--- src/rtl/alu_pkg.sv ---
// Shared ALU definitions: unit-id encoding and the collector entry layout {unit, carry, data}.
package alu_pkg;

  localparam logic [1:0] UNIT_ARITH = 2'd0;
  localparam logic [1:0] UNIT_LOGIC = 2'd1;
  localparam logic [1:0] UNIT_CMP   = 2'd2;
  localparam logic [1:0] UNIT_SHIFT = 2'd3;

  localparam int ALU_DATA_WIDTH = 8;

  // Entry width for a given result width: 2-bit unit id + carry + data.
  function automatic int entry_width(input int dw);
    return dw + 3;
  endfunction

  typedef struct packed {
    logic [1:0]                unit;
    logic                      carry;
    logic [ALU_DATA_WIDTH-1:0] data;
  } alu_entry_t;

endpackage

--- src/rtl/alu_sync_fifo.sv ---
// Generic synchronous FIFO with registered occupancy count. A push into a full FIFO is
// accepted only when a pop happens in the same cycle. The head reads as zero while empty.
module alu_sync_fifo #(
  parameter int WIDTH = 11,
  parameter int DEPTH = 4
) (
  input  logic                       clk,
  input  logic                       rst,
  input  logic                       push,
  input  logic                       pop,
  input  logic [WIDTH-1:0]           din,
  output logic [WIDTH-1:0]           dout,
  output logic                       empty,
  output logic                       full,
  output logic [$clog2(DEPTH):0]     count
);
  localparam int AW = $clog2(DEPTH);

  logic [DEPTH-1:0][WIDTH-1:0] mem;
  logic [AW-1:0]               wr_ptr, rd_ptr;
  logic                        do_push, do_pop;

  assign empty   = (count == '0);
  assign full    = (count == (AW+1)'(DEPTH));
  assign do_pop  = pop && !empty;
  assign do_push = push && (!full || do_pop);
  assign dout    = empty ? '0 : mem[rd_ptr];

  always_ff @(posedge clk) begin
    if (do_push) mem[wr_ptr] <= din;
  end

  // Pointers are AW bits wide, so wrap modulo DEPTH comes for free.
  always_ff @(posedge clk) begin
    if (rst) begin
      wr_ptr <= '0;
      rd_ptr <= '0;
      count  <= '0;
    end else begin
      if (do_push) wr_ptr <= wr_ptr + 1'b1;
      if (do_pop)  rd_ptr <= rd_ptr + 1'b1;
      case ({do_push, do_pop})
        2'b10:   count <= count + 1'b1;
        2'b01:   count <= count - 1'b1;
        default: count <= count;
      endcase
    end
  end

endmodule

--- src/rtl/alu_result_collector.sv ---
// Tags ALU unit results with their source id and queues them for a valid/ready consumer.
// Optional ALU_COLLECT_DROPCNT_EN adds a saturating DROP_CNT output.
module alu_result_collector
  import alu_pkg::*;
#(
  parameter int DATA_WIDTH = 8,
  parameter int FIFO_DEPTH = 4
) (
  input  logic                        CLK,
  input  logic                        RST,
  input  logic [DATA_WIDTH-1:0]       Arith_OUT,
  input  logic [DATA_WIDTH-1:0]       Logic_OUT,
  input  logic [DATA_WIDTH-1:0]       CMP_OUT,
  input  logic [DATA_WIDTH-1:0]       Shift_OUT,
  input  logic                        Carry_OUT,
  input  logic                        Arith_Flag,
  input  logic                        Logic_Flag,
  input  logic                        CMP_Flag,
  input  logic                        Shift_Flag,
  input  logic                        CLR_ERR,
  input  logic                        OUT_READY,
  output logic                        OUT_VALID,
  output logic [DATA_WIDTH-1:0]       OUT_DATA,
  output logic                        OUT_CARRY,
  output logic [1:0]                  OUT_UNIT,
  output logic [$clog2(FIFO_DEPTH):0] COUNT,
  output logic                        OVERFLOW,
  output logic                        MULTI_ERR
`ifdef ALU_COLLECT_DROPCNT_EN
  ,
  output logic [7:0]                  DROP_CNT
`endif
);
  localparam int EW = entry_width(DATA_WIDTH);

  logic [3:0]            flags;
  logic                  push_req, multi, ovf_drop;
  logic [1:0]            sel_unit;
  logic [DATA_WIDTH-1:0] sel_data;
  logic                  sel_carry;
  logic [EW-1:0]         entry, head;
  logic                  empty, full;

  assign flags    = {Shift_Flag, CMP_Flag, Logic_Flag, Arith_Flag};
  assign push_req = $onehot(flags);
  assign multi    = !$onehot0(flags);

  always_comb begin
    sel_unit  = UNIT_ARITH;
    sel_data  = Arith_OUT;
    sel_carry = Carry_OUT;
    if (Logic_Flag) begin
      sel_unit = UNIT_LOGIC; sel_data = Logic_OUT; sel_carry = 1'b0;
    end else if (CMP_Flag) begin
      sel_unit = UNIT_CMP;   sel_data = CMP_OUT;   sel_carry = 1'b0;
    end else if (Shift_Flag) begin
      sel_unit = UNIT_SHIFT; sel_data = Shift_OUT; sel_carry = 1'b0;
    end
  end

  assign entry = {sel_unit, sel_carry, sel_data};

  alu_sync_fifo #(.WIDTH(EW), .DEPTH(FIFO_DEPTH)) u_fifo (
    .clk   (CLK),
    .rst   (RST),
    .push  (push_req),
    .pop   (OUT_READY),
    .din   (entry),
    .dout  (head),
    .empty (empty),
    .full  (full),
    .count (COUNT)
  );

  assign OUT_VALID                       = !empty;
  assign {OUT_UNIT, OUT_CARRY, OUT_DATA} = head;

  // When full the head is valid, so OUT_READY alone decides whether room opens up.
  assign ovf_drop = push_req && full && !OUT_READY;

  // A new error event outranks a simultaneous clear.
  always_ff @(posedge CLK) begin
    if (RST) begin
      OVERFLOW  <= 1'b0;
      MULTI_ERR <= 1'b0;
    end else begin
      if (ovf_drop)     OVERFLOW <= 1'b1;
      else if (CLR_ERR) OVERFLOW <= 1'b0;
      if (multi)        MULTI_ERR <= 1'b1;
      else if (CLR_ERR) MULTI_ERR <= 1'b0;
    end
  end

`ifdef ALU_COLLECT_DROPCNT_EN
  logic drop_any;
  assign drop_any = ovf_drop || multi;

  always_ff @(posedge CLK) begin
    if (RST)                             DROP_CNT <= 8'd0;
    else if (CLR_ERR)                    DROP_CNT <= {7'd0, drop_any};
    else if (drop_any && DROP_CNT != 8'hFF) DROP_CNT <= DROP_CNT + 8'd1;
  end
`endif

endmodule

--- config.mk ---
export PLATFORM = sky130hd
export DESIGN_NAME = alu_result_collector
export DESIGN_NICKNAME = d
export VERILOG_FILES = /design/src/rtl/alu_pkg.sv /design/src/rtl/alu_sync_fifo.sv /design/src/rtl/alu_result_collector.sv
export SDC_FILE = /design/constraint.sdc
export NUM_CORES = 1
export LEC_CHECK = 0
export CORE_MARGIN = 2
export CORE_UTILIZATION = 35
export CTS_BUF_LIST = sky130_fd_sc_hd__clkbuf_16
export DETAILED_ROUTE_END_ITERATION = 8
export GPL_TIMING_DRIVEN = 0
export PLACE_DENSITY = 0.62
export SYNTH_ARGS = -nofsm -noshare
export SYNTH_HDL_FRONTEND = slang
export SYNTH_SLANG_ARGS = --single-unit
--- constraint.sdc ---
create_clock -name CLK -period 3.5 [get_ports CLK]
set_clock_uncertainty 0.05 [all_clocks]
set_input_delay 0.7 -clock CLK [delete_from_list [all_inputs] [get_ports CLK]]
set_output_delay 0.7 -clock CLK [all_outputs]
set_load 0.03 [all_outputs]
==> results of run 1 <==
==> placed cells by master (no fill, tap or decap), types with 3 or more instances in the layout <==
cell,synthesis,layout
xor2_1,3,3
buf_4,0,5
nand2_1,10,10
mux2i_1,9,9
a21oi_1,4,3
clkdlybuf4s50_1,0,54
clkbuf_16,0,6
nor2b_1,10,10
mux2_2,8,8
clkbuf_1,4,3
edfxtp_1,44,44
nor2_1,10,10
inv_2,0,4
inv_1,15,12
dfxtp_1,9,9
mux4_2,11,11
and2_2,4,4
ha_1,8,6
o21ai_0,11,11
==> sequential cells by signal, summed over array words and instances (netlist names) <==
name and cells:
u_fifo.wr_ptr 2, MULTI_ERR 1, u_fifo.rd_ptr 2, OVERFLOW 1, u_fifo.count 3, u_fifo.mem 44
==> logic make-up (layout without fill, tap and decap cells) <==
logic type               after synthesis  count (layout)  synth area share (%)
XOR/XNOR                               3               3                  1.03
multiplexers                          29              29                  17.4
AO/OA/AOI/OAI                         17              17                  3.59
buffers and inverters                 24              91                  4.27
flip-flops                            53              53                  59.0
adder cells (fa/ha/maj)               10              10                  5.50
AND/OR/NAND/NOR                       43              43                  9.24
==> final cells by class <==
cell class                      count  area, sq um  share of cell area [%]
Buffer                              8         53.8                    1.56
Clock inverter                      2         7.51                   0.218
Multi-Input combinational cell    102          958                    27.9
Tap cell                           99          124                    3.60
Clock buffer                        6          150                    4.37
Sequential cell                    53         1500                    43.7
Inverter                           15         56.3                    1.64
Timing Repair Buffer               60          588                    17.1
==> metal layers <==
layer,vias up,wire length [um],GRT usage (%)
met4,0,67,4.48
met3,5,180,3.14
met2,34,2800,25.9
li1,777,-,-
met5,-,0,0
met1,788,2250,18.2
==> metrics by stage <==
step / setup WS [ns] / utilization (%) / setup TNS (ns)
finish: 0.152 / 48.2 / 0
global route: 0.0223 / 48.2 / 0
CTS: 0.0291 / 48.1 / 0
detailed placement: -0.711 / 45.4 / -9.63
global placement: -0.671 / 45.4 / -9.40
floorplan: 0.0260 / - / 0
==> path summary, 6_finish.rpt <==
path	start	endpoint	slack [ns]	depth (start not counted)
setup / recovery	Logic_Flag	u_fifo.count[2]	0.15	17
hold / removal	MULTI_ERR	MULTI_ERR	0.42	2
setup reg to reg	u_fifo.count[0]	u_fifo.count[2]	1.07	9
hold reg to reg	MULTI_ERR	MULTI_ERR	0.42	2
==> cells in the mapped netlist, drive strengths merged <==
cell type and instances:
or3 2, inv 15, o21ai 11, mux2 9
and3 1, and2 4, a32oi 1, o31ai 1
clkbuf 4, nor2b 10, nor4b 1, edfxtp 44
fa 2, nand2 10, mux4 11, nor3 1
and2b 1, a21oi 4, buf 5, and3b 1
mux2i 9, nand2b 2, xor2 3, ha 8
dfxtp 9, nor2 10
==> worst reg2reg max path, stage by stage, from the launching register on <==
cell     delay, ns
dfxtp_1       0.38
nor4b_2       0.38
and3b_2       0.28
inv_2         0.08
ha_4          0.13
inv_2         0.04
fa_2          0.32
xor2_1        0.17
or3_1         0.39
a21oi_2       0.14
==> power groups by stage <==
stage | Combinational (mW) | Sequential, mW | Clock [mW]
2_1_floorplan | 0.525 | 0.819 | 0
3_3_place_gp | 0.846 | 0.804 | 0
3_5_place_dp | 0.853 | 0.806 | 0
4_1_cts | 0.880 | 0.792 | 0.521
5_1_grt | 0.947 | 0.797 | 0.547
6_report | 0.871 | 0.791 | 0.512
==> what timing repair did <==
| item | CTS | global route |
|---|---|---|
| hold buffers | 0 | 0 |
| pin swaps | 3 | 7 |
| endpoints found under the setup margin | 2 | 1 |
| buffers inserted | 3 | 1 |
| cloned | 0 | 0 |
| resized for setup | 9 | 6 |
==> summary.txt, run 1 <==
Placement
  • Placed Area: roughly 3200 sq um
  • Placed cell count: ~330
  • I/O Buffers: 56
  • Post-DP HPWL: 3730 um
  • Gp weighted congestion: roughly 0.73

Yosys
  • Post-Syn Instances: roughly 180
  • Mapped cell area: between 2000 and 3000 sq um
  • Avg Inst Size Synth: between 10 and 15 sq um
  • Yosys warns: 0
  • Synthesized Nets: 230
  • Area leader, netlist: edfxtp_1
  • Register area share after synthesis: about three fifths
  • Synth top area share: 51.9%
  • Flops & latches, synth: 53
  • Synth top area cells: edfxtp_1, mux4_2, dfxtp_1, ha_1, mux2i_1
  • Synth cell types: 28

Power
  • Combinational fraction of design power: approximately 40%
  • Psw: approximately 0.71 mW
  • PwrDens: 632 nW/um^2
  • Sequential group share of total power: 36.4%
  • Leak: about 1.2 nW
  • Switching Fraction: 32.5%
  • Clock network power share: roughly a quarter
  • Final Total Pwr: approximately 2.2 mW
  • Int Power: 1.47 mW
  • VDD IR max: 212 uV

Final layout
  • Non-filler instance count after layout: about 350
  • ANT cells: 0
  • Layout cells sized above 1: between 20% and 30%
  • FILL cells: 683
  • Layout Nets: a little under 300
  • Post-route cell area: roughly 3400 sq um
  • Area grow syn2layout: 35.1%

Global route
  • First-pass GRT wire length: 8590 um
  • Overflow left after global routing: 0
  • Vias in the first global route: 1711
  • Initial antenna violation count: 0
  • Pin count of the biggest net entering global routing: 16
  • GRT Util Overall: between 10% and 20%

Worst setup path
  • Critical Path Source Type: input port
  • Crit path DAT: 3.52 ns
  • Crit path top cell by count: inv_2
  • Bufs and invs on worst path: 7
  • Peak fanout along the critical path: 3
  • Critical path's top delay family: adder cells
  • CP max stage cell: fa_1
  • Critical Path, Cell by Cell: clkbuf_2 -> inv_2 -> clkbuf_8 -> fa_1 -> inv_1 -> ha_2 -> inv_1 -> ha_1 -> nor2_1 -> and3b_2 -> inv_2 -> ha_4 -> inv_2 -> fa_2 -> xor2_1 -> or3_1 -> a21oi_2
  • Critical path type: input port to flip-flop
  • Critical Path RT: 3.68 ns
  • Crit. End Element: flip-flop
  • Crit-path max cell delay: roughly 0.46 ns

CTS
  • CTS H-tree lvls: 2
  • CTS sink cnt: 53
  • Worst-Skew Late Latency: 0.29 ns
  • CTS tree: yes
  • Number of buffers created by CTS: 5
  • Clock Pin Slew Worst Setup and Hold Paths: 0.07 ns
  • Clock root cell: clkbuf_16
  • Clock tree buffer depth: 2

Floorplan
  • Io pins: 58
  • Full die area: 7970 sq um
  • Site Rows: 31
  • Die height: between 80 and 90 um
  • Die Wd: around 90 um
  • Core ar.: 7140 sq um
  • Initial Util: 35.7%

Routing
  • Drt drc: 0
  • Wire length per cell: around 15 um
  • Vias: ~1600
  • Routed wire length: 5300 um
  • Antenna Violating Nets Remaining: 0
  • Vias/cell: ~4.6
  • Iteration-0 DRC Markers: 90
  • First-pass DRT Iterations: 4

Timing
  • # setup viols final: 0
  • Slew headroom: 66.3%
  • Final min period: about 3.3 ns
  • Worst slew pin tran: roughly 0.51 ns
  • Hold Vio Cnt, Final: 0
  • Fmax: roughly 0.30 GHz
  • Unrepaired setup endpoints after global routing: false
  • Final Slew Violations: 0
  • Period utilisation layout: between 90% and 100%
  • Worst hold margin: about 0.42 ns

Run
  • Total of max-cap violations: 0

Run status
  • Status: finished clean

Hold path
  • Hold WC Path Type: flip-flop to flip-flop
Power figures use the tool's default switching activity.
==> run 2, diff against run 1 <==
--- a/config.mk
+++ b/config.mk
@@ -8,9 +8,10 @@
 export CORE_MARGIN = 2
 export CORE_UTILIZATION = 35
 export CTS_BUF_LIST = sky130_fd_sc_hd__clkbuf_16
+export CTS_CLUSTER_DIAMETER = 150
 export DETAILED_ROUTE_END_ITERATION = 8
 export GPL_TIMING_DRIVEN = 0
-export PLACE_DENSITY = 0.62
+export PLACE_DENSITY = 0.6
 export SYNTH_ARGS = -nofsm -noshare
 export SYNTH_HDL_FRONTEND = slang
 export SYNTH_SLANG_ARGS = --single-unit
==> constraint.sdc (replaced) <==
create_clock -name CLK -period 3.74 [get_ports CLK]
set_clock_uncertainty 0.05 [all_clocks]
set_input_delay 0.748 -clock CLK [delete_from_list [all_inputs] [get_ports CLK]]
set_output_delay 0.748 -clock CLK [all_outputs]
set_load 0.03 [all_outputs]
==> summary.txt, run 2 (synthesized netlist as in run 1, its figures left out) <==
Run status
  • Status: finished clean

Worst setup path
  • Reg2reg setup slack: roughly 1.4 ns
  • Crit. End Element: flip-flop
  • Critical Path RT: 3.91 ns
  • Peak fanout along the critical path: 7
  • Crit-path max cell delay: roughly 0.48 ns
  • Critical path type: input port to flip-flop
  • Critical Path Source Type: input port
  • CP max stage cell: fa_1
  • Crit path DAT: between 3 and 4 ns
  • Critical Path, Cell by Cell: dlygate4sd2_1 -> clkinvlp_4 -> fa_1 -> inv_1 -> ha_2 -> inv_1 -> ha_1 -> nor2_1 -> and3b_1 -> buf_6 -> inv_1 -> ha_2 -> inv_1 -> fa_2 -> xor2_1 -> or3_1 -> a21oi_1
  • Crit path top cell by count: inv_1

Power
  • Leak: around 1.2 nW
  • VDD IR max: approximately 180 uV
  • PwrDens: 581 nW/um^2
  • Final Total Pwr: around 2.0 mW

CTS
  • CTS sink cnt: 53
  • Clock tree buffer depth: 2
  • Clock Pin Slew Worst Setup and Hold Paths: 0.07 ns
  • Clock root cell: clkbuf_16
  • Number of buffers created by CTS: 5
  • CTS tree: yes
  • Worst-Skew Late Latency: 0.29 ns
  • CTS H-tree lvls: 2

Routing
  • First-pass DRT Iterations: 4
  • Wire length per cell: around 15 um
  • Vias/cell: roughly 4.6
  • Drt drc: 0
  • Vias: between 1500 and 2000
  • Routed wire length: slightly above 5000 um
  • Antenna Violating Nets Remaining: 0
  • Iteration-0 DRC Markers: around 120

Placement
  • Gp weighted congestion: roughly 0.7
  • Placed Area: about 3200 sq um
  • I/O Buffers: 56
  • Post-DP HPWL: ~3600 um
  • Placed cell count: 334

Floorplan
  • Full die area: roughly 8000 sq um
  • Initial Util: 35.7%
  • Site Rows: 31
  • Core ar.: 7140 sq um
  • Die Wd: around 89 um
  • Io pins: 58
  • Die height: about 89 um

Final layout
  • ANT cells: 0
  • Layout cells sized above 1: 17.7%
  • Max FFs per register: 44
  • Post-route cell area: between 3000 and 4000 sq um
  • Non-filler instance count after layout: 342
  • Top flop regs: u_fifo.mem x44, u_fifo.count x3
  • Layout Nets: between 200 and 300
  • Area grow syn2layout: 33.0%
  • Most common cell after layout, fill and taps aside: clkdlybuf4s50_1
  • Most frequent cells in the layout: clkdlybuf4s50_1, edfxtp_1, inv_1, mux4_2, o21ai_0
  • Most flop-heavy register: u_fifo.mem

Global route
  • Vias in the first global route: between 1500 and 2000
  • GRT Util Overall: ~14%
  • Pin count of the biggest net entering global routing: 16
  • Overflow left after global routing: 0
  • Initial antenna violation count: 0
  • First-pass GRT wire length: ~8200 um

Timing
  • Slew headroom: between 60% and 70%
  • Hold Vio Cnt, Final: 0
  • Final min period: around 3.5 ns
  • Worst hold margin: around 0.42 ns
  • Unrepaired setup endpoints after global routing: false
  • # setup viols final: 0
  • Final Slew Violations: 0
  • Worst slew pin tran: around 0.54 ns
  • Fmax: between 0.2 and 0.3 GHz
  • Period utilisation layout: around 94%

Hold path
  • Hold WC Path Type: flip-flop to flip-flop

Run
  • Total of max-cap violations: 0
[run 2: cell count changes in the layout (fill, tap and decap cells not counted), sizes merged]
cell	change
dlygate4sd2	+1
clkinvlp	+1
clkbuf	-3
clkinv	+1
inv	-1
buf	-2
[run 2: repair_timing]
action / 4_1_cts / 5_1_grt
setup endpoints to repair: 47 / 2
hold buffers: 0 / 0
pin swaps: 0 / 1
gates resized for setup: 2 / 5
setup buffers: 1 / 0
[run 2: final timing paths]
path                                       from  depth (start not counted)               to
worst max-delay path                 Logic_Flag                         17  u_fifo.count[2]
worst min-delay path                  MULTI_ERR                          2        MULTI_ERR
worst max register to register  u_fifo.count[0]                         10  u_fifo.count[2]
worst min register to register        MULTI_ERR                          2        MULTI_ERR
[run 2: final cells by class]
type | instances | area (sq um)
clock inverters | 3 | 13.8
repair buffers | 57 | 569
inverters | 15 | 60.1
flip-flops and latches | 53 | 1500
plain buffers | 8 | 48.8
multi-input cells | 102 | 943
well taps | 99 | 124
clock buffers | 5 | 125
fillers | 662 | 3750
[run 2: routing by layer]
layer	vias up	global-route usage (%)	share of wire (%)
li1	770	-	-
met1	779	18.0	44
met2	31	24.7	51
met3	4	3.32	3.1
met4	0	4.07	1.3
met5	-	0	0
[run 2: power by group]
| part | total, mW | internal [mW] | switching (mW) |
|---|---|---|---|
| Sequential | 0.738 | 0.698 | 0.0404 |
| Combinational | 0.791 | 0.375 | 0.416 |
| Clock | 0.437 | 0.243 | 0.194 |
[run 2: through the flow]
step	setup WS (ns)	setup TNS, ns	utilization (%)
2_1_floorplan	0.0240	0	-
3_3_place_gp	-0.829	-15.97	45.3
3_5_place_dp	-0.882	-18.41	45.3
4_1_cts	0.0464	0	47.3
5_1_grt	0.0180	0	47.4
6_report	0.209	0	47.4
[run 2: critical path, delay by kind of cell]
family,cells,cell delay (ns)
simple gates,3,0.50
fa+ha+maj,5,1.41
xor+xnor,1,0.15
buf+inv,7,0.77
compound gates,1,0.11
==> run 3, diff against run 2 <==
--- a/config.mk
+++ b/config.mk
@@ -6,12 +6,12 @@
 export NUM_CORES = 1
 export LEC_CHECK = 0
 export CORE_MARGIN = 2
-export CORE_UTILIZATION = 35
+export CORE_UTILIZATION = 54
 export CTS_BUF_LIST = sky130_fd_sc_hd__clkbuf_16
 export CTS_CLUSTER_DIAMETER = 150
 export DETAILED_ROUTE_END_ITERATION = 8
 export GPL_TIMING_DRIVEN = 0
-export PLACE_DENSITY = 0.6
+export PLACE_DENSITY = 0.86
 export SYNTH_ARGS = -nofsm -noshare
 export SYNTH_HDL_FRONTEND = slang
 export SYNTH_SLANG_ARGS = --single-unit
==> constraint.sdc (replaced) <==
create_clock -name CLK -period 4.4 [get_ports CLK]
set_clock_uncertainty 0.05 [all_clocks]
set_input_delay 0.88 -clock CLK [delete_from_list [all_inputs] [get_ports CLK]]
set_output_delay 0.88 -clock CLK [all_outputs]
set_load 0.03 [all_outputs]
==> summary.txt, run 3 (synthesized netlist as in run 1, its figures left out) <==
Worst setup path
  • CP max stage cell: fa_1
  • Crit path top cell by count: inv_1
  • RR Startpoint: u_fifo.count[0]
  • Crit-path max cell delay: 0.50 ns
  • Critical path type: input port to flip-flop
  • Endpoint of the worst-slack reg-to-reg timing path: u_fifo.count[2]
  • Worst setup endpoint: u_fifo.count[2]
  • Setup crit start: Logic_Flag
  • Crit. End Element: flip-flop
  • Reg2reg setup slack: about 2.0 ns
  • Critical Path RT: between 4 and 5 ns
  • Crit path DAT: between 4 and 5 ns
  • Critical Path, Cell by Cell: clkdlybuf4s50_1 -> inv_1 -> fa_1 -> inv_1 -> ha_1 -> inv_1 -> ha_1 -> nor2_1 -> and3b_1 -> buf_6 -> inv_1 -> ha_1 -> inv_1 -> fa_1 -> xor2_1 -> or3_1 -> a21oi_1
  • Peak fanout along the critical path: 11
  • Reg2reg path depth: 10
  • Critical Path Source Type: input port

Final layout
  • Area grow syn2layout: 30.2%
  • Top flop regs: u_fifo.mem x44, u_fifo.count x3
  • Layout cells sized above 1: around 16%
  • Most common cell after layout, fill and taps aside: clkdlybuf4s50_1
  • Most flop-heavy register: u_fifo.mem
  • Max FFs per register: 44
  • Most frequent cells in the layout: clkdlybuf4s50_1, edfxtp_1, inv_1, mux4_2, o21ai_0
  • Post-Route Utilization: about three quarters
  • Post-route cell area: 3320 sq um
  • Non-filler instance count after layout: just under 300
  • Layout Nets: slightly below 300
  • ANT cells: 0

Timing
  • Period utilisation layout: between 90% and 100%
  • Setup TNS: 0 ns
  • Hold Vio Cnt, Final: 0
  • Worst hold margin: 0.439 ns
  • Final Slew Violations: 0
  • Worst slew pin tran: 0.526 ns
  • Final min period: 4.12 ns
  • Fmax: roughly 0.24 GHz
  • Unrepaired setup endpoints after global routing: false
  • # setup viols final: 0
  • Slew headroom: roughly 65%
  • Final worst slack: 0.275 ns

Routing
  • First-pass DRT Iterations: 4
  • Routed wire length: 5080 um
  • Antenna Violating Nets Remaining: 0
  • Vias/cell: 5.40
  • Vias: 1588
  • Drt drc: 0
  • Wire length per cell: between 15 and 20 um
  • Iteration-0 DRC Markers: 96

Global route
  • Vias in the first global route: 1604
  • Overflow left after global routing: 0
  • First-pass GRT wire length: 7960 um
  • Initial antenna violation count: 0
  • GRT Util Overall: a little over a fifth
  • Pin count of the biggest net entering global routing: 18

Floorplan
  • Core ar.: between 4000 and 5000 sq um
  • Site Rows: 24
  • Full die area: 5280 sq um
  • Initial Util: 57.3%
  • Die height: 72.7 um
  • Die Wd: between 70 and 80 um
  • Io pins: 58

Placement
  • Gp weighted congestion: between 0.7 and 0.8
  • Placed Area: 3170 sq um
  • I/O Buffers: 56
  • Placed cell count: around 290
  • Post-DP HPWL: ~3600 um
  • Pre-CTS setup slack: -0.326 ns

CTS
  • Hold-fix buffers at CTS: 0
  • # Post-CTS Setup Buffers: 0
  • Number of buffers created by CTS: 5
  • Worst-Skew Late Latency: between 0.2 and 0.3 ns
  • Clock Pin Slew Worst Setup and Hold Paths: roughly 0.07 ns
  • CTS sink cnt: between 50 and 60
  • CTS tree: yes
  • Clock root cell: clkbuf_16
  • Clock tree buffer depth: 2
  • CTS H-tree lvls: 2
  • CTS-repair resized insts: 0

Power
  • Final Total Pwr: approximately 1.7 mW
  • VDD IR max: 250 uV
  • PwrDens: ~500 nW/um^2
  • Leak: between 1 and 1.5 nW

Hold path
  • Hold Startpoint: MULTI_ERR
  • Hold WC Path Type: flip-flop to flip-flop

Run status
  • Status: finished clean

Run
  • Total of max-cap violations: 0
## run 3: cell type report
cell class / instances / area (sq um)
buffer: 8 / 48.8
clock buffer: 5 / 125
clock inverter: 3 / 22.5
fill: 293 / 1130
inverter: 15 / 56.3
multi-input combinational: 102 / 936
sequential: 53 / 1500
tap: 52 / 65.1
timing repair buffer: 56 / 561
## run 3: worst max-delay path, delay by kind of cell
kind / cells / cell delay [ns]
xor+xnor: 1 / 0.15
buf+inv: 7 / 1.14
compound gates: 1 / 0.15
simple gates: 3 / 0.51
fa+ha+maj: 5 / 1.46
## run 3: per-layer routing
metal / GRT usage (%) / vias up / share of wire, %
met1: 28.0 / 762 / 44
met5: 0 / - / 0
met3: 4.28 / 9 / 4.1
li1: - / 768 / -
met2: 34.0 / 49 / 49
met4: 7.82 / 0 / 2.1
## run 3: report_power, final
| part | internal (mW) | switching (mW) |
|---|---|---|
| sequential | 0.593 | 0.0360 |
| clock | 0.212 | 0.173 |
| combinational | 0.315 | 0.354 |
## run 3: how the worst min path moves through the flow
stage,endpoint,slack (ns),cells past startpoint
after detailed placement,OVERFLOW,0.44,2
final,MULTI_ERR,0.44,2
after CTS,OVERFLOW,0.46,2
after global placement,MULTI_ERR,0.40,2
after floorplan,u_fifo.wr_ptr[1],0.43,2
after global routing,MULTI_ERR,0.46,2
